`src/rtl/tagged_sram_array_pkg.sv`:
```
// Shared FSM state type and default geometry for the tagged SRAM array.
package sram_pkg;

   typedef enum logic {
      IDLE  = 1'b0,
      FLUSH = 1'b1
   } state_e;

   localparam int unsigned DEPTH_DEF  = 16;
   localparam int unsigned TAG_W_DEF  = 4;
   localparam int unsigned DATA_W_DEF = 8;

endpackage

```
`src/rtl/tagged_sram_array_if.sv`:
```
// Request/response bundle between a requester and the tagged SRAM array.
interface tagged_sram_array_if
   import sram_pkg::*;
#(
   parameter int unsigned DEPTH  = DEPTH_DEF,
   parameter int unsigned TAG_W  = TAG_W_DEF,
   parameter int unsigned DATA_W = DATA_W_DEF
);

   logic              req_valid;
   logic              we;
   logic [DEPTH-1:0]  wl;
   logic [TAG_W-1:0]  tag_in;
   logic [DATA_W-1:0] data_in;
   logic              flush;
   logic              busy;
   logic              rd_valid;
   logic [TAG_W-1:0]  tag_out;
   logic [DATA_W-1:0] data_out;
   logic              valid_out;
   logic              hit;
   logic              wl_err;

   modport master (
      output req_valid, we, wl, tag_in, data_in, flush,
      input  busy, rd_valid, tag_out, data_out, valid_out, hit, wl_err
   );

   modport slave (
      input  req_valid, we, wl, tag_in, data_in, flush,
      output busy, rd_valid, tag_out, data_out, valid_out, hit, wl_err
   );

endinterface

```
`src/rtl/tagged_sram_array_onehot_enc.sv`:
```
// Wordline decoder: binary index of a one-hot wordline plus a one-hot check.
module onehot_enc #(
   parameter int unsigned DEPTH = 16
) (
   input  logic [DEPTH-1:0]         wl,
   output logic [$clog2(DEPTH)-1:0] idx_c,
   output logic                     is_onehot_c
);

   localparam int unsigned ADDR_W = $clog2(DEPTH);

   // OR of set-bit positions; only meaningful when exactly one bit is set
   always_comb begin
      idx_c = '0;
      for (int i = 0; i < int'(DEPTH); i++) begin
         if (wl[i]) idx_c = idx_c | ADDR_W'(i);
      end
   end

   assign is_onehot_c = (wl != '0) && ((wl & (wl - DEPTH'(1))) == '0);

endmodule

```
`src/rtl/tagged_sram_array.sv`:
```
// Wordline-addressed tag/data array with per-entry valid bits, tag compare
// on read and a one-entry-per-cycle invalidate sweep.
module tagged_sram_array
   import sram_pkg::*;
#(
   parameter int unsigned DEPTH  = DEPTH_DEF,
   parameter int unsigned TAG_W  = TAG_W_DEF,
   parameter int unsigned DATA_W = DATA_W_DEF
) (
   input  logic                clk,
   input  logic                rst_n,
   tagged_sram_array_if.slave  bus
);

   localparam int unsigned ADDR_W = $clog2(DEPTH);

   state_e              state_q, state_d;
   logic [ADDR_W-1:0]   idx_q, idx_d;
   logic                accept, clr_en, wr_en;
   logic [DEPTH-1:0]    valid_q;
   logic [TAG_W-1:0]    tag_mem  [DEPTH];
   logic [DATA_W-1:0]   data_mem [DEPTH];
   logic [ADDR_W-1:0]   enc_idx;
   logic                enc_ok;

   logic                rd_valid_q, valid_out_q, hit_q, wl_err_q;
   logic [TAG_W-1:0]    tag_out_q;
   logic [DATA_W-1:0]   data_out_q;

   onehot_enc #(.DEPTH(DEPTH)) u_enc (
      .wl          (bus.wl),
      .idx_c       (enc_idx),
      .is_onehot_c (enc_ok)
   );

   always_ff @(posedge clk or negedge rst_n) begin
      if (!rst_n) begin
         state_q <= IDLE;
         idx_q   <= '0;
      end else begin
         state_q <= state_d;
         idx_q   <= idx_d;
      end
   end

   // Flush wins over a same-cycle request; everything is ignored while sweeping
   always_comb begin
      state_d = state_q;
      idx_d   = idx_q;
      accept  = 1'b0;
      clr_en  = 1'b0;
      case (state_q)
         IDLE: begin
            if (bus.flush) begin
               state_d = FLUSH;
               idx_d   = '0;
            end else begin
               accept = bus.req_valid;
            end
         end
         FLUSH: begin
            clr_en = 1'b1;
            idx_d  = idx_q + ADDR_W'(1);
            if (idx_q == ADDR_W'(DEPTH - 1)) state_d = IDLE;
         end
         default: state_d = IDLE;
      endcase
   end

   assign wr_en = accept && bus.we && enc_ok;

   always_ff @(posedge clk or negedge rst_n) begin
      if (!rst_n) begin
         valid_q <= '0;
      end else if (clr_en) begin
         valid_q[idx_q] <= 1'b0;
      end else if (wr_en) begin
         valid_q[enc_idx] <= 1'b1;
      end
   end

   // Tag/data storage carries no reset and survives flushes
   always_ff @(posedge clk) begin
      if (wr_en) begin
         tag_mem[enc_idx]  <= bus.tag_in;
         data_mem[enc_idx] <= bus.data_in;
      end
   end

   always_ff @(posedge clk or negedge rst_n) begin
      if (!rst_n) begin
         rd_valid_q  <= 1'b0;
         wl_err_q    <= 1'b0;
         valid_out_q <= 1'b0;
         hit_q       <= 1'b0;
         tag_out_q   <= '0;
         data_out_q  <= '0;
      end else begin
         rd_valid_q <= accept;
         wl_err_q   <= 1'b0;
         if (accept) begin
            if (!enc_ok) begin
               wl_err_q    <= 1'b1;
               valid_out_q <= 1'b0;
               hit_q       <= 1'b0;
               tag_out_q   <= '0;
               data_out_q  <= '0;
            end else if (bus.we) begin
               valid_out_q <= 1'b1;
               hit_q       <= 1'b1;
               tag_out_q   <= bus.tag_in;
               data_out_q  <= bus.data_in;
            end else begin
               valid_out_q <= valid_q[enc_idx];
               hit_q       <= valid_q[enc_idx] && (tag_mem[enc_idx] == bus.tag_in);
               tag_out_q   <= tag_mem[enc_idx];
               data_out_q  <= data_mem[enc_idx];
            end
         end
      end
   end

   assign bus.busy      = (state_q == FLUSH);
   assign bus.rd_valid  = rd_valid_q;
   assign bus.wl_err    = wl_err_q;
   assign bus.valid_out = valid_out_q;
   assign bus.hit       = hit_q;
   assign bus.tag_out   = tag_out_q;
   assign bus.data_out  = data_out_q;

endmodule

```
`src/flat_wrapper.sv`:
```
// flat-port wrapper written by rule: the top's interface ports become plain ports
module tagged_sram_array_flat import sram_pkg::*;
#(
   parameter int unsigned DEPTH  = DEPTH_DEF,
   parameter int unsigned TAG_W  = TAG_W_DEF,
   parameter int unsigned DATA_W = DATA_W_DEF
)
  (clk, rst_n, bus_req_valid, bus_we, bus_wl, bus_tag_in, bus_data_in, bus_flush, bus_busy, bus_rd_valid, bus_tag_out, bus_data_out, bus_valid_out, bus_hit, bus_wl_err);
  tagged_sram_array_if #(.DEPTH(DEPTH), .TAG_W(TAG_W), .DATA_W(DATA_W)) bus_i ();
  input  logic clk;
  input  logic rst_n;
  input wire logic [$bits(bus_i.req_valid)-1:0] bus_req_valid;
  input wire logic [$bits(bus_i.we)-1:0] bus_we;
  input wire logic [$bits(bus_i.wl)-1:0] bus_wl;
  input wire logic [$bits(bus_i.tag_in)-1:0] bus_tag_in;
  input wire logic [$bits(bus_i.data_in)-1:0] bus_data_in;
  input wire logic [$bits(bus_i.flush)-1:0] bus_flush;
  output wire logic [$bits(bus_i.busy)-1:0] bus_busy;
  output wire logic [$bits(bus_i.rd_valid)-1:0] bus_rd_valid;
  output wire logic [$bits(bus_i.tag_out)-1:0] bus_tag_out;
  output wire logic [$bits(bus_i.data_out)-1:0] bus_data_out;
  output wire logic [$bits(bus_i.valid_out)-1:0] bus_valid_out;
  output wire logic [$bits(bus_i.hit)-1:0] bus_hit;
  output wire logic [$bits(bus_i.wl_err)-1:0] bus_wl_err;
  assign bus_i.req_valid = bus_req_valid;
  assign bus_i.we = bus_we;
  assign bus_i.wl = bus_wl;
  assign bus_i.tag_in = bus_tag_in;
  assign bus_i.data_in = bus_data_in;
  assign bus_i.flush = bus_flush;
  assign bus_busy = bus_i.busy;
  assign bus_rd_valid = bus_i.rd_valid;
  assign bus_tag_out = bus_i.tag_out;
  assign bus_data_out = bus_i.data_out;
  assign bus_valid_out = bus_i.valid_out;
  assign bus_hit = bus_i.hit;
  assign bus_wl_err = bus_i.wl_err;
  tagged_sram_array #(.DEPTH(DEPTH), .TAG_W(TAG_W), .DATA_W(DATA_W)) u_core (.clk(clk), .rst_n(rst_n), .bus(bus_i));
endmodule
```
`config.mk`:
```
export PLATFORM = sky130hd
export DESIGN_NAME = tagged_sram_array_flat
export DESIGN_NICKNAME = d
export VERILOG_FILES = /design/src/rtl/tagged_sram_array_pkg.sv /design/src/rtl/tagged_sram_array_if.sv /design/src/rtl/tagged_sram_array_onehot_enc.sv /design/src/rtl/tagged_sram_array.sv /design/src/flat_wrapper.sv
export SDC_FILE = /design/constraint.sdc
export NUM_CORES = 1
export LEC_CHECK = 0
export ABC_AREA = 1
export BUFFER_PORTS_ARGS = -buffer_cell sky130_fd_sc_hd__buf_2
export CAP_MARGIN = 25
export CORE_AREA = 2 2 121 170
export CTS_CLUSTER_SIZE = 28
export DETAILED_ROUTE_END_ITERATION = 16
export DIE_AREA = 0 0 123 172
export HOLD_SLACK_MARGIN = 0.02
export PLACE_DENSITY = 0.66
export SETUP_SLACK_MARGIN = 0.15
export SYNTH_ARGS = -nofsm -noshare
export SYNTH_HDL_FRONTEND = slang
export SYNTH_SLANG_ARGS = --single-unit
```
`constraint.sdc`:
```
create_clock -name clk -period 5.4 [get_ports clk]
set_input_delay 0.81 -clock clk [delete_from_list [all_inputs] [get_ports clk]]
set_output_delay 0.81 -clock clk [all_outputs]
set_load 0.05 [all_outputs]
```
==> metrics, run 1 <==
top cells by area, synth edfxtp_1 59%, dfrtp_1 9.6%, nand2_1 9.1%; Max Root-Sink Buffers 3; Post-route DRC 0; crit end category register; Wirelength per Cell 20.13 µm; ys async rst share 16.16%; status finished clean; final hold vios 0; ant diodes 0; Total Routed Length 23.52 mm; busiest layer in global routing met2; GRT Overall Usage 22.82%; WP data arrival 3710 ps; met1 global-route usage 29.18%; Worst-Margin Slew 1057 ps; synthesized area per cell 11.35 µm²; via count 6,453; fin util 54.95%; Clock Latency Late Sink 500 ps; largest net degree at the start of global routing 53; post-synthesis cell type count 33; Critical Path RT 5530 ps; nets@finish 938; total grt overflow 0; Max Fclk 279.3 MHz; share of cells above drive strength 1 12.99%; RSZ-0062 raised after global routing no; Die W 123 µm; Rows 61; 1st-pass router iterations 5; Yosys warnings 0; HP Class in2async; max_slew headroom 29.30%; Post-synth EDFFs 192; Layout Area Growth over Synthesis 11.62%; met2 usage 40.28%; share of the synthesized area in the top cell type 59.47%; clock slew seen by the registers of the worst setup and hold paths 60 ps; Starting Density 49.23%; Cell Area, Synth 0.009694 mm²; RePlAce Congestion 0.8077; Max Clock Skew 13.32 ps; most frequent cell after synthesis nand2_1; ys flop type edfxtp_1; worst-path fanout max 24; Ports 50; met3 Use GR 2.507%; Detail Placement HPWL 14.40 mm; synthesized net count 891; clk sink count 229; Commonest cells post-synth 235 x nand2_1, 192 x edfxtp_1, 77 x inv_1, 65 x o22ai_1, 52 x o21ai_0; #FFs+latches synth 229; total die area 0.02116 mm²; postcts setup bufs 0; Max Slew Vio Count 0; TritonCTS clock tree done; Final Setup Violations 0; period utilization 66.30%; sequential fraction of the synthesis area 69.02%; Peak VDD IR 0.0002038 V; I/O Buffers 49; Core Area 0.01969 mm²; TNS Setup 0 ps; initial antenna violation count 0; Pwr Density 351.3 mW/mm²; cell taking the most area after synthesis edfxtp_1; Initial DRC Count 787; post-cts resize count 0; vias in the first global route 6,250; # Max-Cap Violations 0; H-tree levels 1; vias per inst 5.525; clock root buffer clkbuf_16; final setup margin 1820 ps; Hold Buf Count CTS 0; fillers 1,649; Worst setup SP type register; Crit Path Class reg2reg; Tmin final 3580 ps; Die Y 172 µm; pre-CTS WS 1447 ps; TritonCTS buffer count 22; Final ANT Viol Nets 0; Lkg Pwr 4.393 nW; Synth Instances 854; first-pass GRT wire length 35.80 mm
[registers in the layout (all words and copies together) (netlist names)]
register              flops
u_core.bus.tag_out        4
u_core.valid_q           16
u_core.data_mem         128
u_core.bus.data_out       8
u_core.bus.wl_err         1
u_core.idx_q              4
u_core.bus.busy           1
u_core.bus.hit            1
u_core.bus.rd_valid       1
u_core.bus.valid_out      1
u_core.tag_mem           64
[report_power, final]
part / switching (mW) / leakage (nW) / internal [mW]
combinational: 0.203 / 1.83 / 0.0953
sequential: 0.0522 / 2.22 / 1.99
clock: 0.625 / 0.344 / 0.838
[metal layers]
layer / vias up / wire, µm
met4: 0 / 715
met2: 218 / 12070
met3: 41 / 1324
met1: 3120 / 9402
met5: - / 0
li1: 3074 / -
[worst max-delay path: stages, from the launching register on]
cell     delay, ps
dfrtp_1        470
nor2_1         250
nand2_1        440
inv_1          210
nand4_2        150
inv_2          360
nand2_1        490
nor3_2         820
[worst paths after layout]
kind	to	cells after the start	slack, ps	start
hold reg to reg	u_core.bus.data_out[5]$_DFFE_PN0P_	2	500	u_core.bus.data_out[5]$_DFFE_PN0P_
setup reg to reg	u_core.tag_mem[8][1]$_DFFE_PP_	7	1820	u_core.bus.busy$_DFF_PN0_
hold / removal	u_core.idx_q[1]$_DFFE_PN0P_	1	420	rst_n
max in group asynchronous	u_core.bus.data_out[2]$_DFFE_PN0P_	1	4440	rst_n
min in group clk	u_core.bus.data_out[5]$_DFFE_PN0P_	2	500	u_core.bus.data_out[5]$_DFFE_PN0P_
setup / recovery	u_core.tag_mem[8][1]$_DFFE_PP_	7	1820	u_core.bus.busy$_DFF_PN0_
[final cells by class]
type | count | area (µm²) | share of cell area, %
sequential | 229 | 6691 | 61.84
multi-input combinational | 508 | 2495 | 23.06
clock buffer | 28 | 604.3 | 5.585
timing repair buffer | 59 | 332.8 | 3.076
tap | 252 | 315.3 | 2.914
inverter | 81 | 304.0 | 2.810
clock inverter | 11 | 77.57 | 0.7169
[placed cells by master (no fill, tap or decap), types with 6 or more instances in the layout]
cell type    n
clkbuf_16   23
inv_1       77
nand3_1     24
o22ai_1     65
dfrtp_1     37
buf_4        9
buf_2       49
o21ai_0     52
nor2_1      41
clkinv_2     8
nor2_2       6
nand4_1     23
nand2_1    235
edfxtp_1   192
o21ai_1     22
o21bai_1     9
[kinds of logic after synthesis]
logic type                 Yosys count  share of synthesized area (%)
adders and majority gates            4                         0.5163
DFF                                229                          69.02
buffers and inverters              117                          5.240
and+or+nand+nor                    345                          15.35
AOI/OAI and AO/OA                  159                          9.873
[per-stage QoR]
step / total power, mW / instances / cell area, µm² / hold WS [ps]
floorplan: 2.261 / 854 / 9694 / 464.8
global placement: 2.365 / 1129 / 10140 / 491.1
detailed placement: 2.372 / 1129 / 10140 / 490.7
CTS: 3.820 / 1168 / 10820 / 443.8
global route: 3.935 / 1168 / 10820 / 481.9
finish: 3.801 / 1168 / 10820 / 417.9
No activity file was read; power rests on OpenSTA's default activity.
==> inputs of run 2 (changes only) <==
--- a/config.mk
+++ b/config.mk
@@ -13,7 +13,7 @@
 export DETAILED_ROUTE_END_ITERATION = 16
 export DIE_AREA = 0 0 123 172
 export HOLD_SLACK_MARGIN = 0.02
-export PLACE_DENSITY = 0.66
+export PLACE_DENSITY = 0.68
 export SETUP_SLACK_MARGIN = 0.15
 export SYNTH_ARGS = -nofsm -noshare
 export SYNTH_HDL_FRONTEND = slang
==> constraint.sdc (replaced) <==
create_clock -name clk -period 3.1 [get_ports clk]
set_input_delay 0.465 -clock clk [delete_from_list [all_inputs] [get_ports clk]]
set_output_delay 0.465 -clock clk [all_outputs]
set_load 0.05 [all_outputs]
==> metrics, run 2 (synthesis gave the netlist of run 1 again) <==
TritonCTS buffer count 21 (-4.5%); R2R depth 7 (unchanged); Ports 50 (unchanged); Clock Latency Late Sink 500 ps (about the same); nets@finish 967 (+3.1%); Die W 123 µm (unchanged); Tmin final 2487 ps (-1093 ps); status finished clean; worst-path fanout max 20 (-17%); Placed Cells incl. Taps 1,159 (+2.7%); first-pass GRT wire length 36.93 mm (+3.2%); TNS Setup 0 ps (unchanged); crit-path max cell delay 510 ps (-310 ps); Seq pwr share 54.2% (+0.5 points); reg-to-reg critical path endpoint u_core.data_mem[11][5]$_DFFE_PP_; RePlAce Congestion 0.9314 (+15%); Reg with most FFs u_core.data_mem; # Max-Cap Violations 0 (unchanged); Core Area 0.01969 mm² (unchanged); largest net degree at the start of global routing 38 (-28%); most used cell along the critical path inv_1; TritonCTS clock tree done; RR Startpoint u_core.bus.busy$_DFF_PN0_; Clk pwr share 37.2% (-1.3 points); Worst setup SP type register; clock root buffer clkbuf_16; share of cells above drive strength 1 15.36% (+2.4 points); total die area 0.02116 mm² (unchanged); RSZ-0062 raised after global routing no; Peak VDD IR 0.0004964 V (+140%); Max Fclk 402.0 MHz (+44%); HP Class in2async; initial antenna violation count 0 (unchanged); Max Clock Skew 19.73 ps (+6.409 ps); combinational cell fraction of total power 8.5% (+0.7 points); Rows 61 (unchanged); 1st-pass router iterations 5 (unchanged); Pwr Density 596.4 mW/mm² (+70%); final hold vios 0 (unchanged); Detail Placement HPWL 16.51 mm (+15%); clk sink count 229 (unchanged); CP max-delay cell inv_1; via count 6,729 (+4.3%); Hold Buf Count CTS 0 (unchanged); post-cts resize count 0 (unchanged); Post-route DRC 0 (unchanged); Wirelength per Cell 20.40 µm (+1.3%); reg-to-reg setup timing slack 610 ps (-1210 ps); net switching fraction of the power 23.85% (+0.69 points); Crit Path Class reg2reg; most frequent cells in the layout 235 x nand2_1, 192 x edfxtp_1, 77 x inv_1; Starting Density 49.23% (unchanged); Initial DRC Count 564 (-28%); net switching power 1.565 mW (+78%); Max Slew Vio Count 0 (unchanged); Finished Layout Cells 1,196 (+2.4%); crit end category register; period utilization 80.24% (+14 points); Final Setup Violations 0 (unchanged); cells along the critical path nor2_1 -> nand2_1 -> inv_1 -> nand4_2 -> inv_2 -> nand4_1 -> inv_1; Worst-Margin Slew 938.4 ps (-118.1 ps); max reg flops 128 (unchanged); internal power 4.997 mW (+71%); vias per inst 5.626 (+1.8%); clock slew seen by the registers of the worst setup and hold paths 70 ps (about the same); most common cell after layout, fill and taps aside nand2_1; Lkg Pwr 4.512 nW (+2.7%); total grt overflow 0 (unchanged); vias in the first global route 6,582 (+5.3%); Layout Area Growth over Synthesis 13.49%; Final ANT Viol Nets 0 (unchanged); Max Root-Sink Buffers 3 (unchanged); Critical Path RT 3230 ps (-2300 ps); postcts setup bufs 0 (unchanged); Total Routed Length 24.39 mm (+3.7%); max_slew headroom 37.44% (+8.1 points); I/O Buffers 49 (unchanged); ant diodes 0 (unchanged); top flop regs u_core.data_mem (128), u_core.tag_mem (64), u_core.valid_q (16); H-tree levels 1 (unchanged); total power 6.561 mW (+73%); GRT Overall Usage 23.39% (+0.57 points); WP data arrival 2610 ps (-1100 ps); Die Y 172 µm (unchanged)
==> run 2: changes by cell type in the layout (fill, tap and decap cells not counted), sizes merged <==
cell and delta:
clkinvlp +1, buf +30, inv +1, clkinv -4
==> run 2: cell type report <==
cell class	instances	area, µm²
fill	1665	8690
clock inverter	9	76.32
clock buffer	28	561.8
inverter	81	304.0
sequential	229	6691
timing repair buffer	89	558.0
tap	252	315.3
multi-input combinational	508	2495
==> run 2: worst max-delay path by stage <==
stage | start | to | slack, ps
3_3_place_gp | bus_wl[5] | u_core.tag_mem[4][3]$_DFFE_PP_ | 140
5_1_grt | u_core.bus.busy$_DFF_PN0_ | u_core.data_mem[11][5]$_DFFE_PP_ | 400
6_report | u_core.bus.busy$_DFF_PN0_ | u_core.data_mem[11][5]$_DFFE_PP_ | 610
4_1_cts | u_core.bus.busy$_DFF_PN0_ | u_core.data_mem[4][1]$_DFFE_PP_ | 600
2_1_floorplan | u_core.bus.busy$_DFF_PN0_ | u_core.data_mem[15][0]$_DFFE_PP_ | 490
3_5_place_dp | bus_wl[1] | u_core.data_mem[6][0]$_DFFE_PP_ | 130
==> run 2: power groups by stage <==
stage / Clock, mW / Sequential (mW) / Combinational [mW]
after CTS: 2.47 / 3.55 / 0.559
final: 2.44 / 3.56 / 0.560
after detailed placement: 0 / 3.62 / 0.554
after floorplan: 0 / 3.61 / 0.327
after global placement: 0 / 3.61 / 0.544
after global routing: 2.59 / 3.57 / 0.621
==> run 2: metrics by stage <==
stage | instance area [µm²] | hold WS (ps) | worst slack, ps | util [%]
2_1_floorplan | 9694 | 169.4 | 486.6 | -
3_3_place_gp | 10360 | 485.4 | 136.4 | 52.63
3_5_place_dp | 10360 | 498.0 | 126.8 | 52.63
4_1_cts | 11000 | 127.6 | 596.9 | 55.87
5_1_grt | 11000 | 170.4 | 399.9 | 55.87
6_report | 11000 | 99.70 | 612.6 | 55.87
==> run 2: critical path: cells and delay by family (launching register included) <==
family | cells | cell delay (ps)
flops | 1 | 470
buf+inv | 3 | 950
simple gates | 4 | 690
==> run 2: per-layer routing <==
layer,global-route usage (%),up-vias,wire (µm)
met3,2.672,62,1655
li1,-,3134,-
met5,0,-,0
met1,27.76,3212,9082
met2,42.45,321,12630
met4,10.18,0,1029
